### src/rtl/ciop_iob_intr_sched.sv
// Round-robin interrupt scheduler for the IOB NoC output port.
// Grants one requester at a time and streams its header and body flits.
module ciop_iob_intr_sched #(
  parameter int NUM_REQ        = 4,
  parameter int PTR_W          = 2,
  parameter int CNT_W          = 16,
  parameter int NOC_X_WIDTH    = 8,
  parameter int NOC_Y_WIDTH    = 8,
  parameter int NOC_DATA_WIDTH = 64
) (
  input  logic                            clk,
  input  logic                            rst_n,
  input  logic [NUM_REQ-1:0]              req_val,
  output logic [NUM_REQ-1:0]              req_rdy,
  input  logic [NUM_REQ*NOC_X_WIDTH-1:0]  req_x,
  input  logic [NUM_REQ*NOC_Y_WIDTH-1:0]  req_y,
  input  logic [NUM_REQ*64-1:0]           req_data,
  output logic                            noc_out_val,
  input  logic                            noc_out_rdy,
  output logic [NOC_DATA_WIDTH-1:0]       noc_out_data,
  output logic                            busy,
  output logic [CNT_W-1:0]                pkt_count
);

  localparam int DSTX_LO  = 42;
  localparam int DSTY_LO  = 34;
  localparam int FBITS_LO = 30;
  localparam int LEN_LO   = 22;
  localparam int TYPE_LO  = 14;

  localparam logic [3:0] NOC_FBITS_L1       = 4'b0000;
  localparam logic [7:0] MSG_TYPE_INTERRUPT = 8'd33;
  localparam logic [7:0] MSG_LEN_ONE        = 8'd1;

  localparam logic [PTR_W:0] NREQ = NUM_REQ[PTR_W:0];
  localparam logic [63:0] BODY_MASK = 64'h0000_0000_0000_FE00;

  typedef enum logic [1:0] {
    S_IDLE = 2'd0,
    S_HDR  = 2'd1,
    S_BODY = 2'd2
  } state_e;

  state_e                    state_q;
  logic [PTR_W-1:0]          rr_ptr_q;
  logic [63:0]               body_q;
  logic                      val_q;
  logic [NOC_DATA_WIDTH-1:0] data_q;
  logic [CNT_W-1:0]          cnt_q;

  logic                      win_found;
  logic [PTR_W-1:0]          win_idx;
  logic [PTR_W:0]            scan_idx;
  logic [PTR_W:0]            nxt_ext;
  logic [PTR_W-1:0]          nxt_ptr;
  logic                      acc_win;
  logic                      acc;
  logic [NOC_X_WIDTH-1:0]    win_x;
  logic [NOC_Y_WIDTH-1:0]    win_y;
  logic [63:0]               win_data;
  logic [NOC_DATA_WIDTH-1:0] hdr_w;

  // First asserted request at or after rr_ptr, wrapping.
  always_comb begin
    win_found = 1'b0;
    win_idx   = '0;
    scan_idx  = '0;
    for (int i = 0; i < NUM_REQ; i++) begin
      scan_idx = {1'b0, rr_ptr_q} + i[PTR_W:0];
      if (scan_idx >= NREQ)
        scan_idx = scan_idx - NREQ;
      if (!win_found && req_val[scan_idx[PTR_W-1:0]]) begin
        win_found = 1'b1;
        win_idx   = scan_idx[PTR_W-1:0];
      end
    end
  end

  always_comb begin
    nxt_ext = {1'b0, win_idx} + {{PTR_W{1'b0}}, 1'b1};
    if (nxt_ext >= NREQ)
      nxt_ext = '0;
    nxt_ptr = nxt_ext[PTR_W-1:0];
  end

  assign acc_win = (state_q == S_IDLE) |
                   ((state_q == S_BODY) & noc_out_rdy);
  assign acc     = acc_win & win_found;

  always_comb begin
    req_rdy          = '0;
    req_rdy[win_idx] = acc;
  end

  assign win_x    = req_x[win_idx*NOC_X_WIDTH +: NOC_X_WIDTH];
  assign win_y    = req_y[win_idx*NOC_Y_WIDTH +: NOC_Y_WIDTH];
  assign win_data = req_data[win_idx*64 +: 64];

  always_comb begin
    hdr_w                            = '0;
    hdr_w[DSTX_LO  +: NOC_X_WIDTH]   = win_x;
    hdr_w[DSTY_LO  +: NOC_Y_WIDTH]   = win_y;
    hdr_w[FBITS_LO +: 4]             = NOC_FBITS_L1;
    hdr_w[LEN_LO   +: 8]             = MSG_LEN_ONE;
    hdr_w[TYPE_LO  +: 8]             = MSG_TYPE_INTERRUPT;
  end

  // Header is built from the live winner so it appears the cycle after accept.
  always_ff @(posedge clk or negedge rst_n) begin
    if (!rst_n) begin
      state_q  <= S_IDLE;
      rr_ptr_q <= '0;
      body_q   <= '0;
      val_q    <= 1'b0;
      data_q   <= '0;
      cnt_q    <= '0;
    end else begin
      unique case (state_q)
        S_IDLE: begin
          if (acc) begin
            state_q  <= S_HDR;
            val_q    <= 1'b1;
            data_q   <= hdr_w;
            body_q   <= win_data & ~BODY_MASK;
            rr_ptr_q <= nxt_ptr;
          end
        end
        S_HDR: begin
          if (noc_out_rdy) begin
            state_q <= S_BODY;
            data_q  <= body_q;
          end
        end
        S_BODY: begin
          if (noc_out_rdy) begin
            cnt_q <= cnt_q + CNT_W'(1);
            if (acc) begin
              state_q  <= S_HDR;
              data_q   <= hdr_w;
              body_q   <= win_data & ~BODY_MASK;
              rr_ptr_q <= nxt_ptr;
            end else begin
              state_q <= S_IDLE;
              val_q   <= 1'b0;
              data_q  <= '0;
            end
          end
        end
        default: begin
          state_q <= S_IDLE;
          val_q   <= 1'b0;
          data_q  <= '0;
        end
      endcase
    end
  end

  assign noc_out_val  = val_q;
  assign noc_out_data = data_q;
  assign busy         = (state_q != S_IDLE);
  assign pkt_count    = cnt_q;

endmodule

### config.mk
export PLATFORM = sky130hd
export DESIGN_NAME = ciop_iob_intr_sched
export DESIGN_NICKNAME = d
export VERILOG_FILES = /design/src/rtl/ciop_iob_intr_sched.sv
export SDC_FILE = /design/constraint.sdc
export NUM_CORES = 1
export LEC_CHECK = 0
export CELL_PAD_IN_SITES_DETAIL_PLACEMENT = 1
export CELL_PAD_IN_SITES_GLOBAL_PLACEMENT = 1
export CORE_MARGIN = 2
export CORE_UTILIZATION = 27
export DETAILED_ROUTE_END_ITERATION = 6
export PLACE_DENSITY_LB_ADDON = 0.1
export SETUP_SLACK_MARGIN = 0.1
export SYNTH_ARGS = -nofsm -noshare
export SYNTH_HDL_FRONTEND = slang
export SYNTH_SLANG_ARGS = --single-unit
### constraint.sdc
create_clock -name clk -period 3.5 [get_ports clk]
set_input_delay 0.7 -clock clk [delete_from_list [all_inputs] [get_ports clk]]
set_output_delay 0.7 -clock clk [all_outputs]
set_load 0.05 [all_outputs]
==> results of run 1 <==
==> final timing paths <==
check | endpoint | from
max in group asynchronous | noc_out_data[22]$_DFFE_PN0P_ | rst_n
hold reg to reg | pkt_count[15]$_DFFE_PN0P_ | pkt_count[15]$_DFFE_PN0P_
hold / removal | pkt_count[8]$_DFFE_PN0P_ | rst_n
setup reg to reg | noc_out_data[43]$_DFFE_PN0P_ | state_q[1]$_DFFE_PN0P_
min in group clk | pkt_count[15]$_DFFE_PN0P_ | pkt_count[15]$_DFFE_PN0P_
setup / recovery | req_rdy[2] | req_val[3]
==> cell usage after synthesis, types with 3 or more instances <==
cell / instances / area, µm²
nor2b_1: 3 / 18.8
and2_1: 4 / 25.0
o221ai_1: 58 / 508
clkbuf_1: 28 / 105
nand2_1: 81 / 304
nand2b_1: 15 / 93.8
a22o_1: 53 / 464
mux2i_1: 146 / 1460
ha_1: 5 / 62.6
o22ai_1: 15 / 93.8
buf_4: 12 / 90.1
o21ai_0: 7 / 35.0
o211ai_1: 14 / 105
nand3_1: 21 / 105
nand4_1: 3 / 18.8
dfrtp_1: 135 / 3380
a21oi_1: 3 / 15.0
and3_1: 4 / 25.0
nor2_1: 9 / 33.8
inv_1: 5 / 18.8
xnor2_1: 11 / 96.3
buf_2: 25 / 125
and3b_1: 3 / 26.3
xor2_1: 4 / 35.0
a31oi_1: 14 / 87.6
==> layout make-up <==
| type | count | area, µm² | area share [%] |
|---|---|---|---|
| antenna | 2 | 5.00 | 0.0403 |
| clock buffer | 19 | 443 | 3.56 |
| clock inverter | 13 | 184 | 1.48 |
| inverter | 8 | 30.0 | 0.242 |
| multi-input combinational | 504 | 3860 | 31.1 |
| sequential | 135 | 3380 | 27.2 |
| tap | 378 | 473 | 3.81 |
| timing repair buffer | 398 | 4050 | 32.6 |
==> through the flow <==
step	utilization (%)	cell area (µm²)	instances	total power [mW]
detailed placement	42.6	11800	1423	6.68
global route	44.8	12400	1457	9.06
finish	44.8	12400	1457	8.53
floorplan	-	7590	715	5.11
global placement	42.6	11800	1423	6.62
CTS	44.8	12400	1455	8.67
==> worst max-delay path, cell delays in order <==
cell and delay [ns]:
clkdlybuf4s50_1 0.64, nor2b_1 0.10, o21a_1 0.23, nor3_4 0.30, inv_2 0.10, ha_1 0.21, and2_1 0.16, buf_12 0.15
==> logic make-up after synthesis <==
group                    after synthesis  share of synthesized area, %
AO/OA/AOI/OAI                        175                          18.5
adder cells (fa/ha/maj)                5                         0.826
XOR/XNOR                              15                          1.74
buffers and inverters                 76                          4.88
other                                  1                        0.0495
AND/OR/NAND/NOR                      157                          10.1
flip-flops                           135                          44.6
multiplexers                         146                          19.3
==> cells in the final DEF (no fill, tap or decap), types with 4 or more instances in the layout <==
cell type and n:
o21ai_0 7, dfrtp_1 135, conb_1 6, xor2_1 4, and2_1 4, buf_4 15
nand3_1 21, o211ai_1 14, ha_1 5, nand2b_1 15, mux2i_1 146, nand2_1 79
clkdlybuf4s50_1 372, and3_1 4, nor2_1 8, o221ai_1 58, inv_6 5, inv_1 5
a31oi_1 14, a22o_1 53, xnor2_1 11, clkbuf_16 17, buf_12 10, o22ai_1 15
==> layer usage <==
layer	vias up	part of all wire (%)	track usage, %	wire [µm]
li1	3394	-	-	-
met1	3508	43	24.3	12400
met2	204	50	33.8	14700
met3	20	5.7	4.79	1670
met4	0	1.4	4.61	400
met5	-	0	0	0
==> flip-flops by register name (all words and copies together), names as in the netlist <==
register      flops
pkt_count        16
body_q           57
noc_out_data     57
state_q           2
noc_out_val       1
rr_ptr_q          2
==> report_power, final <==
part	internal, mW	switching [mW]	leakage (nW)
Combinational	1.72	2.36	3.18
Clock	1.17	0.760	0.305
Sequential	2.11	0.414	1.73
Total	5.00	3.53	5.22
==> flow_metrics.env, run 1 <==
export IMPL_status="completed"
export IMPL_crit_arrival_ns=2.59
export IMPL_nets=1396
export IMPL_cp_max_fo=8
export IMPL_fin_crit_sh_pct=94.1
export IMPL_hold_viol_final=0
export IMPL_max_slew_margin_rel_pct=25.2
export IMPL_drc=0
export IMPL_grt_pass1_wl_mm=43.9
export IMPL_regToRegSetupSlack_ns=0.93
export IMPL_insertion_delay_ns=0.41
export IMPL_ir_drop_v=0.000329
export IMPL_synth_ff_type="dfrtp_1"
export IMPL_core_area_um2=27700
export IMPL_finClkSkew_ns=0.00936
export IMPL_htree_num_levels=4
export IMPL_rsz0062_at_grt="no"
export IMPL_maxCapViolCount=0
export IMPL_ys_types=47
export IMPL_syn_area_um2=7570
export IMPL_cts_root_buf="clkbuf_16"
export IMPL_drt_pass1_iterations=4
export IMPL_post_cts_setup_buffers=0
export IMPL_dieArea_um2=29400
export IMPL_synth_edf_count=0
export IMPL_grt_max_degree=82
export IMPL_numPortBuffers=378
export IMPL_ys_seq_elements=135
export IMPL_setup_viol=0
export IMPL_cts_repair_resized=0
export IMPL_cts_sink_count=135
export IMPL_wl_per_cell_um=20.0
export IMPL_worstMarginPinSlew_ns=1.12
export IMPL_fillers=3042
export IMPL_cts_max_path_buffers=2
export IMPL_yosysWarnings=0
export IMPL_die_width_um=171
export IMPL_place_gp_congestion=0.760
export IMPL_whs_ns=0.215
export IMPL_cts_buffers=17
export IMPL_synth_seq_area_share_pct=44.6
export IMPL_ff2ff_path_depth=6
export IMPL_report_final_slew_viol_count=0
export IMPL_antenna_found_initial=2
export IMPL_fp_dieH_um=171
export IMPL_critPathRequiredTime_ns=2.80
export IMPL_fin_setup_tns_ns=0
export IMPL_hold_class="in -> async"
export IMPL_fin_crit_ns=3.29
export IMPL_viasPerCell=4.89
export IMPL_wl_mm=29.2
export IMPL_hold_buffers=0
export IMPL_grt_overflow_total=0
export IMPL_row_count=61
export IMPL_crit_type="in -> out"
export IMPL_max_freq_ghz=0.304
export IMPL_drt_iter0_markers=239
export IMPL_grt_pass1_vias=7402
export IMPL_syn_area_per_cell_um2=10.7
export IMPL_track_usage_pct=19.5
export IMPL_async_reset_ff_share_pct=100
export IMPL_pre_cts_ws_ns=0.230
export IMPL_drive_above_1_share_pct=6.59
export IMPL_worst_slack_ns=0.207
export IMPL_p_per_area_nw_per_um2=687
export IMPL_drtAntennaViolNets=0
export IMPL_pin_count=413
export IMPL_cp_start_kind="primary input"
export IMPL_synthCells=710
export IMPL_vias=7126
export IMPL_initial_core_util_pct=27.3
export IMPL_p_leak_nw=5.22
export IMPL_synthToLayoutAreaGrowth_pct=64.1
export IMPL_cts_tree="done"
export IMPL_dpl_hpwl_mm=21.8
export IMPL_crit_path_end_kind="output port"
export IMPL_clkTransAtPathRegs_ns=0.07
Note: power is estimated with default switching activity, not from simulation.
==> run 2, diff against run 1 <==
--- a/config.mk
+++ b/config.mk
@@ -8,7 +8,7 @@
 export CELL_PAD_IN_SITES_DETAIL_PLACEMENT = 1
 export CELL_PAD_IN_SITES_GLOBAL_PLACEMENT = 1
 export CORE_MARGIN = 2
-export CORE_UTILIZATION = 27
+export CORE_UTILIZATION = 26
 export DETAILED_ROUTE_END_ITERATION = 6
 export PLACE_DENSITY_LB_ADDON = 0.1
 export SETUP_SLACK_MARGIN = 0.1
==> constraint.sdc (replaced) <==
create_clock -name clk -period 2.93 [get_ports clk]
set_input_delay 0.586 -clock clk [delete_from_list [all_inputs] [get_ports clk]]
set_output_delay 0.586 -clock clk [all_outputs]
set_load 0.05 [all_outputs]
==> flow_metrics.env, run 2 (same netlist as run 1, synthesis figures left out) <==
export IMPL_pin_count=413
export IMPL_fin_setup_tns_ns=0
export IMPL_cp_num_buf_inv=2
export IMPL_cts_tree="done"
export IMPL_final_area_um2=12800
export IMPL_utilization_pct=44.4
export IMPL_antenna_found_initial=0
export IMPL_place_gp_congestion=0.768
export IMPL_drtAntennaViolNets=0
export IMPL_whs_ns=0.113
export IMPL_max_freq_ghz=0.368
export IMPL_worstMarginPinSlew_ns=1.23
export IMPL_power_mw=10.6
export IMPL_fin_crit_sh_pct=92.7
export IMPL_path_cells="clkdlybuf4s50_1 > nor2b_1 > nor3_2 > and2_1 > buf_12"
export IMPL_dieArea_um2=30500
export IMPL_final_common_cell="clkdlybuf4s50_1"
export IMPL_wl_met3_mm=1.66
export IMPL_crit_path_end_kind="output port"
export IMPL_grt_overflow_total=0
export IMPL_grt_max_degree=53
export IMPL_dpl_hpwl_mm=22.5
export IMPL_drive_above_1_share_pct=8.49
export IMPL_cts_root_buf="clkbuf_16"
export IMPL_viasPerCell=4.89
export IMPL_cpLargestDelayFamily="simple AND/OR/NAND/NOR gates"
export IMPL_fillers=3116
export IMPL_fin_crit_ns=2.72
export IMPL_drt_pass1_iterations=5
export IMPL_diodes=0
export IMPL_grt_pass1_vias=7668
export IMPL_ir_drop_v=0.000510
export IMPL_p_leak_nw=5.40
export IMPL_track_usage_pct=19.7
export IMPL_cp_max_fo=10
export IMPL_hold_buffers=0
export IMPL_met2_wirelength_mm=15.0
export IMPL_status="completed"
export IMPL_cp_slowest_cell="nor3_2"
export IMPL_max_stage_delay_ns=0.52
export IMPL_critPathRequiredTime_ns=2.34
export IMPL_nets=1415
export IMPL_report_final_slew_viol_count=0
export IMPL_clkTransAtPathRegs_ns=0.06
export IMPL_die_width_um=175
export IMPL_wl_per_cell_um=20.4
export IMPL_vias=7244
export IMPL_dpl_instance_area_um2=12100
export IMPL_hold_class="in -> async"
export IMPL_insertion_delay_ns=0.42
export IMPL_cts_max_path_buffers=2
export IMPL_top_layer="met4"
export IMPL_cts_buffers=17
export IMPL_rsz0062_at_grt="no"
export IMPL_max_slew_margin_rel_pct=17.4
export IMPL_maxCapViolCount=0
export IMPL_cp_depth=5
export IMPL_initial_core_util_pct=26.4
export IMPL_row_count=62
export IMPL_drc=0
export IMPL_finClkSkew_ns=0.0154
export IMPL_synthToLayoutAreaGrowth_pct=68.5
export IMPL_crit_type="in -> out"
export IMPL_p_per_area_nw_per_um2=830
export IMPL_mostFrequentLayoutCells="368 x clkdlybuf4s50_1, 146 x mux2i_1, 134 x dfrtp_1"
export IMPL_htree_num_levels=4
export IMPL_hold_viol_final=0
export IMPL_wl_mm=30.2
export IMPL_fp_dieH_um=175
export IMPL_setup_viol=0
export IMPL_crit_arrival_ns=2.13
export IMPL_grt_pass1_wl_mm=46.6
export IMPL_ff2ff_path_depth=5
export IMPL_core_area_um2=28700
export IMPL_cts_sink_count=135
export IMPL_drt_iter0_markers=338
export IMPL_drt_met1_wl_mm=13.2
export IMPL_numPortBuffers=378
export IMPL_cp_start_kind="primary input"
## run 2: changes by cell type in the layout (fill, tap and decap cells not counted), moves of 2 or more
cell,delta
buf_4,+8
a21oi_2,+2
inv_8,-3
clkdlybuf4s50_1,-4
buf_12,+11
bufinv_16,+2
diode_2,-2
a21oi_1,-2
dlymetal6s2s_1,+3
## run 2: metal layers
metal	global-route usage [%]	up-vias
met5	0	-
met4	4.62	0
met3	4.46	20
met2	33.1	216
met1	25.7	3569
li1	-	3439
## run 2: area by class of cell
cell class / instances / area [µm²] / area share [%]
repair buffers: 417 / 4340 / 34.0
clock buffers: 19 / 433 / 3.39
clock inverters: 13 / 218 / 1.71
inverters: 8 / 30.0 / 0.235
well taps: 384 / 480 / 3.77
multi-input cells: 504 / 3880 / 30.4
flip-flops and latches: 135 / 3380 / 26.5
## run 2: path summary, 6_finish.rpt
check,start,endpoint,slack [ns]
worst max-delay path,noc_out_rdy,req_rdy[0],0.21
worst min-delay path,rst_n,pkt_count[13]$_DFFE_PN0P_,0.11
worst max register to register,state_q[0]$_DFFE_PN0P_,noc_out_data[27]$_DFFE_PN0P_,0.61
worst min register to register,pkt_count[15]$_DFFE_PN0P_,pkt_count[15]$_DFFE_PN0P_,0.47
max in group asynchronous,rst_n,rr_ptr_q[1]$_DFFE_PN0P_,2.17
min in group clk,pkt_count[15]$_DFFE_PN0P_,pkt_count[15]$_DFFE_PN0P_,0.47
## run 2: power by group
part	switching, mW	internal [mW]
clock network	0.904	1.53
registers	0.491	2.52
logic	2.89	2.24
total	4.29	6.29
## run 2: through the flow
stage	std cells	setup WS [ns]
floorplan	715	0.285
global route	1480	0.109
global placement	1447	-0.154
CTS	1479	0.0973
detailed placement	1447	-0.175
finish	1480	0.213
## run 2: what timing repair did
| item | in CTS | in global routing |
|---|---|---|
| gates resized for setup | 4 | 5 |
| gates cloned | 0 | 0 |
| setup buffers | 0 | 1 |
| pin swaps | 0 | 1 |
| endpoints found under the setup margin | 4 | 4 |
==> run 3, diff against run 2 <==
--- a/config.mk
+++ b/config.mk
@@ -5,11 +5,13 @@
 export SDC_FILE = /design/constraint.sdc
 export NUM_CORES = 1
 export LEC_CHECK = 0
+export CAP_MARGIN = 20
 export CELL_PAD_IN_SITES_DETAIL_PLACEMENT = 1
 export CELL_PAD_IN_SITES_GLOBAL_PLACEMENT = 1
 export CORE_MARGIN = 2
-export CORE_UTILIZATION = 26
+export CORE_UTILIZATION = 27
 export DETAILED_ROUTE_END_ITERATION = 6
+export DONT_BUFFER_PORTS = 1
 export PLACE_DENSITY_LB_ADDON = 0.1
 export SETUP_SLACK_MARGIN = 0.1
 export SYNTH_ARGS = -nofsm -noshare
==> flow_metrics.env, run 3 (same netlist as run 1, synthesis figures left out) <==
export IMPL_place_gp_congestion=0.760
export IMPL_viasPerCell=5.31
export IMPL_met1_usage_pct=20.2
export IMPL_drt_pass1_iterations=5
export IMPL_crit_type="reg -> out"
export IMPL_p_per_area_nw_per_um2=1070
export IMPL_wl_per_cell_um=22.4
export IMPL_fin_crit_ns=2.73
export IMPL_nets=1026
export IMPL_setup_viol=0
export IMPL_fin_setup_tns_ns=0
export IMPL_p_leak_nw=3.80
export IMPL_grt_overflow_total=0
export IMPL_htree_num_levels=4
export IMPL_grt_pass1_vias=6187
export IMPL_antenna_found_initial=0
export IMPL_cts_max_path_buffers=2
export IMPL_whs_ns=-0.142
export IMPL_failed_checks="negative hold slack"
export IMPL_cts_root_buf="clkbuf_16"
export IMPL_busiest_layer="met2"
export IMPL_initial_core_util_pct=27.3
export IMPL_drive_above_1_share_pct=10.8
export IMPL_fin_crit_sh_pct=93.3
export IMPL_crit_arrival_ns=2.15
export IMPL_hold_viol_final=135
export IMPL_cpLargestDelayFamily="simple AND/OR/NAND/NOR gates"
export IMPL_grt_max_degree=136
export IMPL_core_area_um2=27700
export IMPL_cp_start_kind="flip-flop"
export IMPL_drc=0
export IMPL_regToRegSetupSlack_ns=0.51
export IMPL_regToRegEndpoint="noc_out_data[43]$_DFFE_PN0P_"
export IMPL_ir_drop_v=0.000689
export IMPL_cp_num_buf_inv=1
export IMPL_status="complete, but fails checks"
export IMPL_dpl_hpwl_mm=17.9
export IMPL_cp_max_fo=6
export IMPL_vias=5760
export IMPL_max_stage_delay_ns=0.44
export IMPL_utilization_pct=31.3
export IMPL_timing_rr_start="state_q[1]$_DFFE_PN0P_"
export IMPL_ff2ff_path_depth=6
export IMPL_wl_mm=24.3
export IMPL_max_freq_ghz=0.366
export IMPL_maxCapViolCount=0
export IMPL_gr_usage_met3_pct=4.23
export IMPL_dieArea_um2=29400
export IMPL_report_final_slew_viol_count=0
export IMPL_track_usage_pct=16.1
export IMPL_drtAntennaViolNets=0
export IMPL_synthToLayoutAreaGrowth_pct=14.4
export IMPL_groute_layer_met2_usage_pct=27.2
export IMPL_finClkSkew_ns=0.0135
export IMPL_cts_sink_count=135
export IMPL_critPathRequiredTime_ns=2.34
export IMPL_insertion_delay_ns=0.42
export IMPL_clkTransAtPathRegs_ns=0.06
export IMPL_path_cells="nor2b_1 > o21a_1 > nor3_4 > inv_2 > ha_1 > and2_2"
export IMPL_die_width_um=171
export IMPL_drt_iter0_markers=227
export IMPL_hold_class="in -> async"
export IMPL_cts_tree="done"
export IMPL_pin_count=413
export IMPL_mostFrequentLayoutCells="146 x mux2i_1, 135 x dfrtp_1, 79 x nand2_1"
export IMPL_cts_buffers=17
export IMPL_grt_pass1_wl_mm=36.2
export IMPL_worstMarginPinSlew_ns=1.02
export IMPL_diodes=0
export IMPL_fp_dieH_um=171
export IMPL_final_common_cell="mux2i_1"
export IMPL_cp_slowest_cell="dfrtp_1"
export IMPL_row_count=61
export IMPL_rsz0062_at_grt="yes"
export IMPL_fillers=3042
export IMPL_max_slew_margin_rel_pct=32.1
export IMPL_numPortBuffers=0
export IMPL_crit_path_end_kind="output port"
==> run 3: changes by cell type in the layout (fill, tap and decap cells not counted), sizes merged <==
cell	delta
clkinv	+5
clkdlybuf4s15	-1
clkinvlp	-2
inv	-1
bufinv	-1
clkbuf	-2
clkdlybuf4s50	-368
dlymetal6s2s	-3
buf	-17
==> run 3: per-layer routing <==
| metal | up-vias | wire length (µm) |
|---|---|---|
| li1 | 2652 | - |
| met1 | 2882 | 10600 |
| met2 | 203 | 11900 |
| met3 | 23 | 1430 |
| met4 | 0 | 359 |
| met5 | - | 0 |
==> run 3: final cells by class <==
cell class	instances	area, µm²	share of cell area (%)
timing repair buffer	28	289	3.34
tap	378	473	5.46
clock inverter	14	199	2.30
sequential	135	3380	39.0
multi-input combinational	504	3870	44.7
inverter	8	30.0	0.347
clock buffer	17	425	4.91
==> run 3: through the flow <==
stage                     total power [mW]  instance area, µm²  instances  hold WS [ns]  setup slack (ns)
after floorplan                       6.10                7590        715         0.290             0.285
after global placement                6.91                8010       1050         0.295             0.494
after detailed placement              7.02                8010       1050         0.296             0.461
after CTS                             9.39                8630       1081        -0.167             0.113
after global routing                  9.82                8660       1084        -0.173            0.0816
final                                 9.24                8660       1084        -0.142             0.196
==> run 3: power by group <==
group | internal [mW] | switching, mW | total, mW
logic | 1.31 | 1.68 | 2.99
registers | 2.50 | 1.44 | 3.94
clock network | 1.43 | 0.881 | 2.31
==> run 3: how the worst max path moves through the flow <==
| stage | cells after the start | from | to | slack, ns |
|---|---|---|---|---|
| 2_1_floorplan | 6 | req_val[3] | req_rdy[1] | 0.28 |
| 3_3_place_gp | 5 | req_val[3] | req_rdy[1] | 0.49 |
| 3_5_place_dp | 5 | req_val[3] | req_rdy[1] | 0.46 |
| 4_1_cts | 6 | rr_ptr_q[1]$_DFFE_PN0P_ | req_rdy[2] | 0.11 |
| 5_1_grt | 6 | rr_ptr_q[1]$_DFFE_PN0P_ | req_rdy[2] | 0.08 |
| 6_report | 6 | rr_ptr_q[1]$_DFFE_PN0P_ | req_rdy[0] | 0.20 |
==> run 3: repair_timing <==
action / 4_1_cts / 5_1_grt
endpoints found under the hold margin: 135 / 135
buffers inserted: 0 / 2
setup endpoints to repair: 3 / 2
resized for setup: 1 / 2
cloned: 0 / 0
pin swaps: 1 / 1
==> edit 1: new RTL, config.mk and constraints of run 3 <==
Register the output `pkt_count` once more, with the module's reset; this adds one clock of latency there. The other outputs are not delayed to match.
--- a/src/rtl/ciop_iob_intr_sched.sv
+++ b/src/rtl/ciop_iob_intr_sched.sv
@@ -158,7 +158,13 @@
   assign noc_out_val  = val_q;
   assign noc_out_data = data_q;
   assign busy         = (state_q != S_IDLE);
-  assign pkt_count    = cnt_q;
+  always_ff @(posedge clk or negedge rst_n) begin
+    if (!rst_n) begin
+      pkt_count <= '0;
+    end else begin
+      pkt_count <= cnt_q;
+    end
+  end
 
 endmodule
 
Formal check against the unedited RTL: not equivalent (Yosys sat finds a counterexample within 4 cycles, from zero or initial values and one cycle with rst_n low).
==> edit 1 against run 3 <==
- the run still ends with negative hold slack left
- worst setup slack better by 0.066 ns
- wire length up 11%
- global-route usage up 0.35 points
- design area up 7.8%
- sequential cell count up 16
- total power up 4.0%
- first-iteration DRC count up 34%
- die area up 10%
- synthesized area up 10%
- critical path depth up 1
- worst hold slack worse by 0.0035 ns
==> edit 1: results (changes against run 3) <==
stage,metric,value,unit,change
status,failing checks,negative hold slack,,unchanged
critical_path,Critical Path AT,2.08,ns,was 2.15 ns
critical_path,R2R depth,7,,was 6
critical_path,R2R Setup Slk,0.50,ns,
placed_design,Final GP Congestion,0.830,,was 0.760
clock_tree,worst skew pair latency,0.42,ns,about the same
synth,Area contributors post-synth,"dfrtp_1, mux2i_1, o221ai_2",,"was dfrtp_1, mux2i_1, o221ai_1"
timing,Clock Skews,0.0123,ns,was 0.0135 ns
drt,starting DRC count in detailed routing,304,,was 227
layout,diodes inserted,0,,unchanged
clock_tree,H-Tree Depth,4,,unchanged
global_routing,initial antenna violation count,1,,was 0
drt,vias,6212,,was 5760
pwr,leakage power figure,4.08,nW,was 3.80 nW
critical_path,worst r2r src,rr_ptr_q[0],,was state_q[1]
layout,filler cell count,3373,,was 3042
synth,Commonest cells post-synth,"dfrtp_1, mux2i_1, nand2_1",,"was mux2i_1, dfrtp_1, nand2_1"
global_routing,vias in the first global route,6780,,was 6187
critical_path,Worst R2R End,body_q[58],,was noc_out_data[43]
layout,Final #Nets,1062,,was 1026
min_path,type of the worst min-delay path,input pin to asynchronous set/reset pin,,unchanged
synth,distinct cell type count after synthesis,45,,was 47
timing,Max-slew headroom,52.4,%,was 32.1%
timing,WHS,-0.146,ns,was -0.142 ns
drt,drt pass-1 iters,4,,was 5
global_routing,global-route wire length before repair,41800,um,was 36200 um
synth,YS warnings,0,,unchanged
placed_design,DP Wirelength,19900,um,was 17900 um
synth,Post-synth ARST share,100,%,unchanged
global_routing,global-route usage over all layers,16.5,%,was 16.1%
pwr,Worst VDD drop,0.366,mV,was 0.689 mV
clock_tree,clock root buffer,clkbuf_16,,unchanged
clock_tree,Clock Tree Buf Depth,2,,unchanged
clock_tree,total CTS buffers,17,,unchanged
synth,sequential cell area fraction in the yosys report,45.3,%,was 44.6%
drt,drt wl/cell,23.8,um,was 22.4 um
status,status,"complete, but fails checks",,unchanged
layout,fraction of layout cells with a size suffix above 1,16.3,%,was 10.8%
global_routing,largest net degree at the start of global routing,152,,was 136
timing,Fin. Hold Viols,151,,was 135
critical_path,crit path max fanout,6,,unchanged
## edit 1: cells by family after synthesis
| logic type | share of synthesized area, % |
|---|---|
| AOI/OAI and AO/OA | 18.5 |
| xor gates and xnor gates | 1.57 |
| adders and majority gates | 0.750 |
| buffers and inverters | 5.61 |
| DFF | 45.3 |
| muxes | 16.6 |
| other | 0.0449 |
| and+or+nand+nor | 11.6 |
## edit 1: report_power, final
group / switching (mW) / total (mW) / leakage (nW) / internal (mW)
Clock: 1.01 / 2.18 / 0.287 / 1.17
Sequential: 1.55 / 4.29 / 1.95 / 2.74
Combinational: 1.77 / 3.14 / 1.84 / 1.38
## edit 1: per-layer routing
layer	global-route usage [%]	wire length, um	up-vias
li1	-	-	2818
met1	20.5	11400	3144
met2	27.8	13500	231
met3	5.17	1950	17
met4	4.00	245	2
met5	0	12	-
## edit 1: worst max path at each step
stage | to
after floorplan | req_rdy[0]
after global placement | req_rdy[2]
after detailed placement | req_rdy[2]
after CTS | req_rdy[2]
after global routing | req_rdy[1]
final | req_rdy[1]
## edit 1: stage by stage
stage / worst slack, ns / instance area (um2) / instances / util [%] / power, mW
global route: 0.114 / 9340 / 1139 / 30.6 / 10.3
floorplan: 0.245 / 8360 / 755 / - / 6.64
detailed placement: 0.392 / 8720 / 1103 / 28.6 / 7.52
CTS: 0.140 / 9310 / 1136 / 30.5 / 9.77
finish: 0.263 / 9340 / 1139 / 30.6 / 9.61
global placement: 0.406 / 8720 / 1103 / 28.6 / 7.41
## edit 1: what timing repair did
| item | CTS | global route |
|---|---|---|
| setup buffers | 1 | 2 |
| hold endpoints to repair | 151 | 151 |
| resized for setup | 2 | 5 |
| cloned | 0 | 0 |
| endpoints found under the setup margin | 2 | 3 |
| pin swaps | 1 | 0 |
## edit 1: cell type report
cell class | count | area, um2 | share of cell area [%]
Multi-Input combinational cell | 522 | 4150 | 44.4
Sequential cell | 151 | 3780 | 40.5
Tap cell | 396 | 495 | 5.30
Clock buffer | 19 | 453 | 4.85
Timing Repair Buffer | 30 | 308 | 3.29
Clock inverter | 13 | 126 | 1.35
Inverter | 8 | 32.5 | 0.348
## edit 1: worst max-delay path, cell delays in order (launching register included)
cell and delay [ns]:
dfrtp_2 0.45, nand2b_1 0.18, a21oi_1 0.30, nor3_4 0.10
buf_6 0.14, ha_1 0.18, and2_1 0.16, buf_12 0.15
==> edit 2: new RTL, flow settings as in run 3 <==
Without the edit above. Set the parameter `NUM_REQ` to 2 (it was 4).
--- a/src/rtl/ciop_iob_intr_sched.sv
+++ b/src/rtl/ciop_iob_intr_sched.sv
@@ -1,7 +1,7 @@
 // Round-robin interrupt scheduler for the IOB NoC output port.
 // Grants one requester at a time and streams its header and body flits.
 module ciop_iob_intr_sched #(
-  parameter int NUM_REQ        = 4,
+  parameter int NUM_REQ        = 2,
   parameter int PTR_W          = 2,
   parameter int CNT_W          = 16,
   parameter int NOC_X_WIDTH    = 8,
Interface: changed (5 resized); port bits go from 413 to 249. The function was not compared with the original's and may differ.
==> edit 2 against run 3 <==
- the flow still finishes with violations (negative hold slack)
- maximum frequency is 4.1% higher
- largest power group unchanged
- non-clock buffer count is 20 lower
- wire length is 33% lower
- total power is 9.9% lower
- core utilization is 0.38 points lower
- worst setup slack better by 0.11 ns
- design area is 22% lower
- highest routed layer unchanged
- combinational power is 35% lower
- count of clock-buffer cells in the layout is 3 higher
- sequential cell count stayed put
- via count is 30% lower
- worst hold slack better by 0.0036 ns
- synthesized area is 21% lower
- first-iteration DRC count is 44% lower
==> edit 2: results (changes against run 3) <==
stage,metric,value,unit,change
layout,fraction of area in multi-input gates,34.7,%,was 44.7%
layout,fraction of layout cells with a size suffix above 1,9.32,%,was 10.8%
status,failing checks,negative hold slack,,unchanged
status,status,"complete, but fails checks",,unchanged
layout,number of non-clock buffers in the layout,8,,was 28
global_routing,vias in the first global route,4306,,was 6187
layout,register share of the cell area,50.3,%,was 39.0%
timing,Fin. Hold Viols,135,,unchanged
placed_design,Final GP Congestion,0.667,,was 0.760
placed_design,Placement Setup Slack,0.583,ns,was 0.461 ns
timing,Clock Skews,0.0105,ns,was 0.0135 ns
pwr,clock share of power,24.0,%,was 25.0%
synth,distinct cell type count after synthesis,40,,was 47
drt,drt wl/cell,20.4,um,was 22.4 um
synth,cells after synthesis,515,,was 710
layout,filler cell count,2405,,was 3042
layout,CLK BUF,20,,was 17
placed_design,DP Wirelength,10600,um,was 17900 um
pwr,Internal,4.47,mW,was 5.24 mW
timing,WHS,-0.139,ns,was -0.142 ns
layout,multi-input combinational cell count,334,,was 504
drt,vias,4006,,was 5760
synth,Commonest cells post-synth,"dfrtp_1, mux2i_1, nand2_1",,"was mux2i_1, dfrtp_1, nand2_1"
drt,starting DRC count in detailed routing,126,,was 227
drt,drt pass-1 iters,4,,was 5
layout,Final #Nets,671,,was 1026
pwr,leakage power figure,3.20,nW,was 3.80 nW
pwr,seq pwr,4.38,mW,was 3.94 mW
layout,clock network area share,8.19,%,was 7.21%
timing,Worst Tran Pin Value,0.775,ns,was 1.02 ns
global_routing,global-route wire length before repair,25600,um,was 36200 um
layout,number of ordinary inverters in the final layout,6,,was 8
critical_path,Worst path max stage delay,0.67,ns,was 0.44 ns
synth,Area contributors post-synth,"dfrtp_1, mux2i_1, a22o_1",,"was dfrtp_1, mux2i_1, o221ai_1"
layout,Finished Layout Cells,795,,was 1084
clock_tree,post-CTS sizing,0,,was 1
edit 2: cells by family after synthesis:
kind of cell    count (synthesis)  share of synthesized area [%]
fa+ha+maj                       4                          0.838
mux                            74                           12.4
other cells                     1                         0.0628
buf+inv                        51                           5.07
xor+xnor                       16                           2.34
simple gates                   96                           7.41
compound gates                138                           15.3
flops                         135                           56.5
edit 2: metal layers:
layer  wire length [um]  share of wire (%)  track usage (%)
met1               7010                 43             17.9
met2               7940                 49             23.1
met3               1100                6.8             4.72
met4                203                1.2             4.89
met5                  0                  0                0
edit 2: final timing paths:
path / end / from / depth (start not counted) / slack [ns]
min reg2reg: body_q[25] / body_q[25] / 2 / 0.48
max reg2reg: body_q[32] / state_q[0] / 4 / 0.68
min: pkt_count[15] / rst_n / 0 / -0.14
max in group asynchronous: noc_out_data[59] / rst_n / 0 / 2.88
max: req_rdy[0] / state_q[0] / 3 / 0.30
min in group clk: state_q[0] / noc_out_rdy / 1 / 0.29
